===== src/rtl/input_port_route_buffer_if.sv =====
// input_port_route_buffer_if: link, arbiter and crossbar signals of one router input port
interface input_port_route_buffer_if #(
  parameter int DATA_W = 16,
  parameter int DEPTH  = 4
);
  logic [DATA_W-1:0]        in_flit;
  logic                     in_valid;
  logic                     in_ready;
  logic [4:0]               req_out;
  logic [4:0]               gnt_in;
  logic [DATA_W-1:0]        out_flit;
  logic                     out_valid;
  logic [4:0]               out_port;
  logic [$clog2(DEPTH):0]   occupancy;
  modport slave (
    input  in_flit, in_valid, gnt_in,
    output in_ready, req_out, out_flit, out_valid, out_port, occupancy
  );
  modport master (
    output in_flit, in_valid, gnt_in,
    input  in_ready, req_out, out_flit, out_valid, out_port, occupancy
  );
endinterface


===== src/rtl/input_port_route_buffer.sv =====
// input_port_route_buffer: per-input flit FIFO with XY route request and registered crossbar output
module input_port_route_buffer #(
  parameter int DATA_W  = 16,
  parameter int DEPTH   = 4,
  parameter int X_W     = 1,
  parameter int Y_W     = 1,
  parameter int LOCAL_X = 0,
  parameter int LOCAL_Y = 0
) (
  input logic                       clk,
  input logic                       rst,
  input_port_route_buffer_if.slave  bus
);
  localparam int AW = $clog2(DEPTH);
  localparam logic [X_W-1:0] LX = X_W'(LOCAL_X);
  localparam logic [Y_W-1:0] LY = Y_W'(LOCAL_Y);
  logic [DATA_W-1:0] mem [DEPTH];
  logic [AW-1:0]     wr_ptr, rd_ptr, rd_nxt;
  logic [AW:0]       count;
  logic [DATA_W-1:0] head, nxt;
  logic [4:0]        req_q, req_next, port_q;
  logic [DATA_W-1:0] flit_q;
  logic              valid_q, push, pop, empty, ready;
  function automatic logic [4:0] route(input logic [X_W-1:0] dx, input logic [Y_W-1:0] dy);
    return dx > LX ? 5'b00100 :
           dx < LX ? 5'b10000 :
           dy > LY ? 5'b01000 :
           dy < LY ? 5'b00010 : 5'b00001;
  endfunction
  // Handshake decode and next request; on a pop the request looks ahead to the
  // following entry so a held grant streams back-to-back flits without a bubble.
  always_comb begin
    rd_nxt   = rd_ptr + AW'(1);
    head     = mem[rd_ptr];
    nxt      = mem[rd_nxt];
    empty    = count == '0;
    ready    = count != (AW+1)'(DEPTH);
    push     = bus.in_valid && ready;
    pop      = |(req_q & bus.gnt_in);
    req_next = pop ? (count > (AW+1)'(1) ? route(nxt[X_W-1:0], nxt[X_W+Y_W-1:X_W]) : 5'b0)
                   : (empty ? 5'b0 : route(head[X_W-1:0], head[X_W+Y_W-1:X_W]));
  end
  // Flit storage; reads are gated by occupancy so the array needs no reset
  always_ff @(posedge clk)
    if (push) mem[wr_ptr] <= bus.in_flit;
  // Pointers, occupancy, registered request and crossbar output stage
  always_ff @(posedge clk or posedge rst)
    if (rst) begin
      wr_ptr  <= '0;
      rd_ptr  <= '0;
      count   <= '0;
      req_q   <= '0;
      flit_q  <= '0;
      port_q  <= '0;
      valid_q <= 1'b0;
    end else begin
      if (push) wr_ptr <= wr_ptr + AW'(1);
      if (pop) rd_ptr <= rd_nxt;
      count   <= count + {{AW{1'b0}}, push} - {{AW{1'b0}}, pop};
      req_q   <= req_next;
      valid_q <= pop;
      if (pop) begin
        flit_q <= head;
        port_q <= req_q;
      end
    end
  assign bus.in_ready  = ready;
  assign bus.req_out   = req_q;
  assign bus.out_flit  = flit_q;
  assign bus.out_valid = valid_q;
  assign bus.out_port  = port_q;
  assign bus.occupancy = count;
endmodule

===== src/flat_wrapper.sv =====
// flat-port wrapper written by rule: the top's interface ports become plain ports
module input_port_route_buffer_flat 
#(
  parameter int DATA_W  = 16,
  parameter int DEPTH   = 4,
  parameter int X_W     = 1,
  parameter int Y_W     = 1,
  parameter int LOCAL_X = 0,
  parameter int LOCAL_Y = 0
)
  (clk, rst, bus_in_flit, bus_in_valid, bus_gnt_in, bus_in_ready, bus_req_out, bus_out_flit, bus_out_valid, bus_out_port, bus_occupancy);
  input_port_route_buffer_if #(.DATA_W(DATA_W), .DEPTH(DEPTH)) bus_i ();
  input logic clk;
  input logic rst;
  input wire logic [$bits(bus_i.in_flit)-1:0] bus_in_flit;
  input wire logic [$bits(bus_i.in_valid)-1:0] bus_in_valid;
  input wire logic [$bits(bus_i.gnt_in)-1:0] bus_gnt_in;
  output wire logic [$bits(bus_i.in_ready)-1:0] bus_in_ready;
  output wire logic [$bits(bus_i.req_out)-1:0] bus_req_out;
  output wire logic [$bits(bus_i.out_flit)-1:0] bus_out_flit;
  output wire logic [$bits(bus_i.out_valid)-1:0] bus_out_valid;
  output wire logic [$bits(bus_i.out_port)-1:0] bus_out_port;
  output wire logic [$bits(bus_i.occupancy)-1:0] bus_occupancy;
  assign bus_i.in_flit = bus_in_flit;
  assign bus_i.in_valid = bus_in_valid;
  assign bus_i.gnt_in = bus_gnt_in;
  assign bus_in_ready = bus_i.in_ready;
  assign bus_req_out = bus_i.req_out;
  assign bus_out_flit = bus_i.out_flit;
  assign bus_out_valid = bus_i.out_valid;
  assign bus_out_port = bus_i.out_port;
  assign bus_occupancy = bus_i.occupancy;
  input_port_route_buffer #(.DATA_W(DATA_W), .DEPTH(DEPTH), .X_W(X_W), .Y_W(Y_W), .LOCAL_X(LOCAL_X), .LOCAL_Y(LOCAL_Y)) u_core (.clk(clk), .rst(rst), .bus(bus_i));
endmodule

===== config.mk =====
export PLATFORM = sky130hd
export DESIGN_NAME = input_port_route_buffer_flat
export DESIGN_NICKNAME = d
export VERILOG_FILES = /design/src/rtl/input_port_route_buffer_if.sv /design/src/rtl/input_port_route_buffer.sv /design/src/flat_wrapper.sv
export SDC_FILE = /design/constraint.sdc
export NUM_CORES = 1
export LEC_CHECK = 0
export BUFFER_PORTS_ARGS = -buffer_cell sky130_fd_sc_hd__buf_2
export CORE_MARGIN = 10
export CORE_UTILIZATION = 51
export DETAILED_ROUTE_END_ITERATION = 7
export GPL_ROUTABILITY_DRIVEN = 1
export PLACE_DENSITY = 0.83
export SETUP_SLACK_MARGIN = 0.3
export SLEW_MARGIN = 10
export SYNTH_ARGS = -nofsm -noshare
export SYNTH_HDL_FRONTEND = slang
export SYNTH_SLANG_ARGS = --single-unit

===== constraint.sdc =====
create_clock -name clk -period 2.6 [get_ports clk]
set_input_delay 0.52 -clock clk [delete_from_list [all_inputs] [get_ports clk]]
set_output_delay 0.52 -clock clk [all_outputs]
set_load 0.01 [all_outputs]

==> results of run 1 <==
registers in the layout, summed over array words and instances (netlist names):
name / flops
u_core.rd_ptr: 2
u_core.bus.occupancy: 3
u_core.bus.out_flit: 16
u_core.mem: 64
u_core.bus.req_out: 3
u_core.bus.out_port: 3
u_core.wr_ptr: 2
u_core.bus.out_valid: 1
worst reg2reg max path: stages (launching register included):
cell	delay [ns]
dfrtp_1	0.42
a222oi_1	0.39
inv_1	0.15
ha_1	0.30
inv_1	0.04
ha_1	0.18
fa_1	0.37
xnor2_1	0.14
power breakdown:
part | total, µW | leakage [µW] | switching, µW | internal [µW]
clock network | 1060 | 0.000116 | 505 | 556
registers | 2290 | 0.000944 | 217 | 2070
logic | 1660 | 0.000653 | 804 | 852
final timing paths:
kind,endpoint,cells past startpoint
min in group clk,u_core.mem[1][7],1
worst max-delay path,u_core.bus.occupancy[2],7
worst min register to register,u_core.bus.out_flit[8],1
max in group asynchronous,u_core.bus.out_flit[3],3
worst min-delay path,u_core.bus.out_port[0],3
worst max register to register,u_core.bus.occupancy[2],7
routing by layer:
| metal | vias to the layer above | GRT usage, % | wire, µm |
|---|---|---|---|
| li1 | 839 | - | - |
| met1 | 906 | 12.6 | 2470 |
| met2 | 54 | 20.9 | 3230 |
| met3 | 15 | 4.93 | 437 |
| met4 | 0 | 6.09 | 165 |
| met5 | - | 0 | 0 |
synthesized netlist by cell type, types with 2 or more instances:
library cell,count,share of area (%)
mux4_1,9,6.3
ha_1,7,2.3
mux2_2,19,5.7
nand2b_1,2,0.33
buf_2,3,0.40
buf_6,3,0.90
xnor2_1,4,0.93
edfxtp_1,64,51
inv_1,9,0.90
and2_1,4,0.67
dfrtp_1,30,20
buf_4,4,0.80
a22o_1,2,0.47
mux4_2,9,5.4
cell type report:
cell class | instances | area (µm²) | area share [%]
inverter | 9 | 33.8 | 0.780
tap | 99 | 124 | 2.86
clock buffer | 9 | 124 | 2.86
clock inverter | 7 | 106 | 2.45
sequential | 94 | 2670 | 61.7
multi-input combinational | 76 | 972 | 22.4
timing repair buffer | 56 | 300 | 6.93
through the flow:
step                std cells  setup slack (ns)
finish                    350             0.523
global route              350             0.368
CTS                       350             0.508
detailed placement        334             0.295
global placement          334             0.319
floorplan                 190             0.452
cell families (layout without fill, tap and decap cells):
kind of cell,count (synthesis),after routing,synth area share (%)
flops,94,94,71.3
mux,37,37,17.4
buf+inv,20,81,3.10
simple gates,12,12,1.94
compound gates,11,11,2.37
fa+ha+maj,8,8,2.87
xor+xnor,4,4,0.934
other cells,1,4,0.100
==> impl_metrics.csv, run 1 <==
group,metric,value,unit
power,cellPowerDensity,1150,mW/mm²
place,post_dp_cell_area,0.00410,mm²
layout,synthToLayoutAreaGrowth,15.5,%
timing,rsz0062_at_grt,"false",
drt,wirelength,6300,µm
floorplan,die_x,106,µm
power,p_leak,0.00171,µW
setup_path,cp-startpoint,"u_core.bus.req_out[0]",
logic_synthesis,yosysWarnings,0,
grt,grt_pass1_wl,10400,µm
cts,clkLatencyLatePin,0.36,ns
layout,drive_above_1_share,40.6,%
logic_synthesis,synth_flop_cell,"edfxtp_1",
floorplan,die_h,106,µm
cts,clk_pin_slew,0.10,ns
timing,tns,0,ns
timing,fin_skew,0.0136,ns
cts,numCtsBuffers,9,
drt,viasPerCell,5.18,
layout,final_nets,278,
cts,htreeDepth,3,
floorplan,initial_core_util,52.0,%
setup_path,required,2.85,ns
drt,drt_pass1_iterations,4,
setup_path,start_kind,"flop",
layout,final_common_cell,"edfxtp_1",
setup_path,criticalPathCategory,"reg -> reg",
setup_path,cp.buffers_inverters,2,
setup_path,path_delay_family,"adder cells",
logic_synthesis,synth-edff-count,64,
grt,grt_util_all_layers,12.2,%
logic_synthesis,yosysUniqueCellTypes,32,
timing,hold_violations,0,
layout,antenna_cells,0,
worst_hold_path,hold_class,"in -> async",
drt,ant_nets,0,
floorplan,core,0.00721,mm²
place,hpwl,4270,µm
timing,hold_ws,0.219,ns
setup_path,worstPathArrival,2.33,ns
cts,cts_tree,"yes",
floorplan,die_area,0.0112,mm²
cts,hold_buffers,0,
setup_path,r2r_start,"u_core.bus.req_out[0]",
drt,drtIter0Drc,59,
place,port_buffers,48,
logic_synthesis,yosysSeqAreaShare,71.3,%
power,p_total,5000,µW
timing,tightest_slew,0.566,ns
cts,clockBufferDepth,2,
grt,overflow,0,
drt,drcViolationCount,0,
setup_path,cp_max_fo,4,
setup_path,endpoint_kind,"flop",
drt,dr_total_vias,1814,
setup_path,r2r_slack,0.52,ns
logic_synthesis,syn-cell-area,0.00375,mm²
timing,finalSetupViolCount,0,
grt,grt_max_degree,31,
logic_synthesis,synth_seq_cells,94,
cts,post_cts_buffers,0,
logic_synthesis,syn_area_per_cell,20.1,µm²
timing,maxSlewViolCount,0,
timing,slew_headroom,62.2,%
cts,cts-resized-gates,0,
setup_path,slowest_delay,0.42,ns
place,finalWeightedCongestion,0.746,
timing,fin_crit,2.08,ns
floorplan,io_pins,55,
status,status,"finished, final reports clean",
logic_synthesis,synth_cells,187,
setup_path,cpMaxStageDelayCell,"dfrtp_1",
layout,nFillCells,546,
grt,antenna_found_initial,0,
cts,cts_sinks,94,
logic_synthesis,postSynth.asyncResetShare,31.9,%
power,ir_worst_vdd,0.611,mV
layout,utilization,60.1,%
layout,final_cell_mix,"64 x edfxtp_1, 48 x buf_2, 30 x dfrtp_1, 19 x mux2_2",
cts,cts_root_buf,"clkbuf_8",
floorplan,rows,31,
timing,fmax,481,MHz
flow_run,cap_violations,0,
setup_path,path_cells,"a222oi_1 > inv_1 > ha_1 > inv_1 > ha_1 > fa_1 > xnor2_1",
grt,grt_pass1_vias,2055,
layout,stdcell_area,0.00433,mm²
timing,fin_crit_sh,79.9,%
drt,wl_per_cell,18.0,µm
No activity file was read; power rests on OpenSTA's default activity.
==> run 2: changes to the inputs <==
--- a/config.mk
+++ b/config.mk
@@ -5,6 +5,7 @@
 export SDC_FILE = /design/constraint.sdc
 export NUM_CORES = 1
 export LEC_CHECK = 0
+export ABC_AREA = 1
 export BUFFER_PORTS_ARGS = -buffer_cell sky130_fd_sc_hd__buf_2
 export CORE_MARGIN = 10
 export CORE_UTILIZATION = 51
==> constraint.sdc (replaced) <==
create_clock -name clk -period 2.13 [get_ports clk]
set_input_delay 0.426 -clock clk [delete_from_list [all_inputs] [get_ports clk]]
set_output_delay 0.426 -clock clk [all_outputs]
set_load 0.01 [all_outputs]
==> run 2 against run 1 <==
Power up 28%. Utilization rose by 0.55 points. Via count is 37% higher. Clock power rose by 24%. Non-clock buffer count grew 5. Sequential power increased by 21%. Synthesized area increased by 3.2%. Wire length is 16% higher.
==> impl_metrics.csv, run 2 <==
group,metric,value,unit
power,cellPowerDensity,1440,mW/mm²
power,p_leak,0.00195,µW
floorplan,core,0.00733,mm²
logic_synthesis,synth_seq_cells,94,
logic_synthesis,synth_top_cell_area_share,49.7,%
drt,drcViolationCount,0,
timing,tns,0,ns
layout,synthToLayoutAreaGrowth,14.8,%
power,p_int,4010,µW
logic_synthesis,synth_cells,346,
power,pwr-share-comb,36.5,%
timing,tightest_slew,0.533,ns
setup_path,start_kind,"flop",
setup_path,cpMaxStageDelayCell,"dfrtp_1",
grt,grt_util_all_layers,13.1,%
logic_synthesis,yosysUniqueCellTypes,22,
flow_run,cap_violations,0,
logic_synthesis,syn_area_per_cell,11.2,µm²
floorplan,io_pins,55,
setup_path,cp_max_fo,6,
logic_synthesis,yosysWarnings,0,
place,port_buffers,48,
logic_synthesis,yosysSeqAreaShare,69.1,%
setup_path,slowest_delay,0.43,ns
logic_synthesis,synth_top_family_by_area,"simple AND/OR/NAND/NOR gates",
setup_path,cp.buffers_inverters,2,
drt,wirelength,7330,µm
cts,cts_root_buf,"clkbuf_8",
logic_synthesis,ys_top_cells_by_area,"edfxtp_1 50%, dfrtp_1 19%, nand2_1 9.0%, o21ai_1 4.9%, nor2_1 4.7%",
layout,top_register,"u_core.mem",
cts,clockBufferDepth,2,
cts,cts_tree,"yes",
floorplan,die_area,0.0115,mm²
cts,htreeDepth,3,
timing,fin_skew,0.00773,ns
logic_synthesis,yosysMostFrequentCell,"nand2_1",
power,swShare,37.4,%
setup_path,criticalPathCategory,"reg -> reg",
timing,slew_headroom,64.5,%
timing,rsz0062_at_grt,"false",
power,switching_power,2400,µW
drt,drtIter0Drc,97,
logic_synthesis,synth-xor-area-share,0.679,%
logic_synthesis,synth_compound_area_share,6.08,%
setup_path,worstPathArrival,1.96,ns
place,hpwl,4780,µm
grt,grt_pass1_vias,2524,
timing,fin_crit,1.71,ns
drt,viasPerCell,4.92,
grt,overflow,0,
floorplan,initial_core_util,52.8,%
grt,grt_pass1_wl,11700,µm
cts,clkLatencyLatePin,0.36,ns
layout,final_nets,435,
power,seqPwrFrac,43.0,%
drt,dr_total_vias,2493,
floorplan,die_h,107,µm
worst_hold_path,hold_class,"in -> async",
layout,final_cell_mix,"92 x nand2_1, 64 x edfxtp_1, 48 x nor2_1, 48 x buf_2, 38 x o21ai_1",
layout,final_common_cell,"nand2_1",
cts,cts_sinks,94,
setup_path,path_cells,"inv_2 > nand3_1 > nand2_2 > inv_1 > ha_1 > fa_1 > xnor2_1",
logic_synthesis,postSynth.asyncResetShare,31.9,%
setup_path,r2r_start,"u_core.bus.occupancy[1]",
place,finalWeightedCongestion,0.758,
logic_synthesis,synth_top_area_cell,"edfxtp_1",
timing,hold_violations,0,
cts,clk_pin_slew,0.09,ns
status,status,"finished, final reports clean",
logic_synthesis,synth-simple-area-share,16.0,%
timing,finalSetupViolCount,0,
setup_path,required,2.38,ns
logic_synthesis,synth_fa_ha_area_share,2.78,%
logic_synthesis,muxShareOfSynthArea,0,%
layout,drive_above_1_share,21.6,%
power,ir_worst_vdd,0.879,mV
drt,wl_per_cell,14.4,µm
drt,ant_nets,0,
layout,utilization,60.6,%
layout,largest_register_ffs,64,
power,pwr-share-clk,20.5,%
layout,nFillCells,563,
logic_synthesis,synth-edff-count,64,
setup_path,path_delay_family,"adder cells",
grt,grt_max_degree,38,
cts,hold_buffers,0,
setup_path,cp-startpoint,"u_core.bus.occupancy[1]",
setup_path,endpoint_kind,"flop",
drt,drt_pass1_iterations,4,
layout,antenna_cells,0,
timing,fmax,584,MHz
timing,fin_crit_sh,80.3,%
logic_synthesis,synth_commonest_cells,"93 x nand2_1, 64 x edfxtp_1, 48 x nor2_1, 38 x o21ai_1, 30 x dfrtp_1",
grt,antenna_found_initial,0,
cts,numCtsBuffers,9,
floorplan,die_x,107,µm
logic_synthesis,synth_flop_cell,"edfxtp_1",
floorplan,rows,31,
logic_synthesis,syn-cell-area,0.00387,mm²
timing,maxSlewViolCount,0,
## run 2: changes by cell type after synthesis, moves of 4 or more
cell | previous run | this run
o21ai_0 | 1 | 9
mux4_2 | 9 | 0
nand3_1 | 0 | 9
nand2_1 | 1 | 93
inv_1 | 9 | 15
mux4_1 | 9 | 0
mux2_2 | 19 | 0
o21ai_1 | 0 | 38
buf_2 | 3 | 7
nand2_2 | 0 | 4
nor2_1 | 1 | 48
and2_1 | 4 | 0
## run 2: logic make-up (layout without fill, tap and decap cells)
family,after synthesis,in the layout
DFF,94,94
xor gates and xnor gates,3,3
adders and majority gates,8,8
buffers and inverters,36,95
other,1,4
AOI/OAI and AO/OA,47,47
and+or+nand+nor,157,157
## run 2: what timing repair did
action | 4_1_cts | 5_1_grt
buffers inserted | 0 | 3
resized for setup | 0 | 2
endpoints found under the setup margin | 0 | 2
## run 2: worst paths after layout
path	slack, ns	to	cells past startpoint
worst max-delay path	0.42	u_core.bus.occupancy[2]	7
worst min-delay path	0.13	u_core.bus.out_port[2]	3
worst max register to register	0.42	u_core.bus.occupancy[2]	7
worst min register to register	0.48	u_core.bus.out_port[0]	2
max in group asynchronous	1.71	u_core.bus.out_flit[4]	3
min in group clk	0.27	u_core.mem[1][12]	1
## run 2: power by group through the flow
stage	clock network (µW)	logic [µW]	registers, µW
6_report	1310	2340	2760
5_1_grt	1410	2690	2810
4_1_cts	1330	2350	2750
3_5_place_dp	0	2340	2790
3_3_place_gp	0	2260	2770
2_1_floorplan	0	1650	2850
## run 2: routing by layer
metal  track usage, %  wire (µm)  up-vias
met5                0          0        -
met4             5.51        114        0
met3             4.85        457        9
met2             22.4       3710       58
met1             14.4       3050     1181
li1                 -          -     1245
## run 2: per-stage QoR
stage	std cells	area [µm²]	setup slack (ns)	total power, µW	hold slack [ns]
floorplan	349	3890	0.223	4500	0.509
global placement	488	4190	0.327	5030	0.449
detailed placement	488	4190	0.299	5130	0.462
CTS	504	4420	0.309	6440	0.140
global route	507	4440	0.316	6910	0.152
finish	507	4440	0.419	6400	0.129
## run 2: worst min-delay path: cells and delay by family
kind / cells / cell delay [ns]
buffers and inverters: 3 / 0.48
## run 2: layout make-up
| cell class | count | area, µm² | area share [%] |
|---|---|---|---|
| clock buffer | 9 | 124 | 2.79 |
| clock inverter | 7 | 103 | 2.31 |
| inverter | 18 | 70.1 | 1.58 |
| multi-input combinational | 219 | 1010 | 22.8 |
| sequential | 94 | 2670 | 60.2 |
| tap | 99 | 124 | 2.79 |
| timing repair buffer | 61 | 338 | 7.60 |
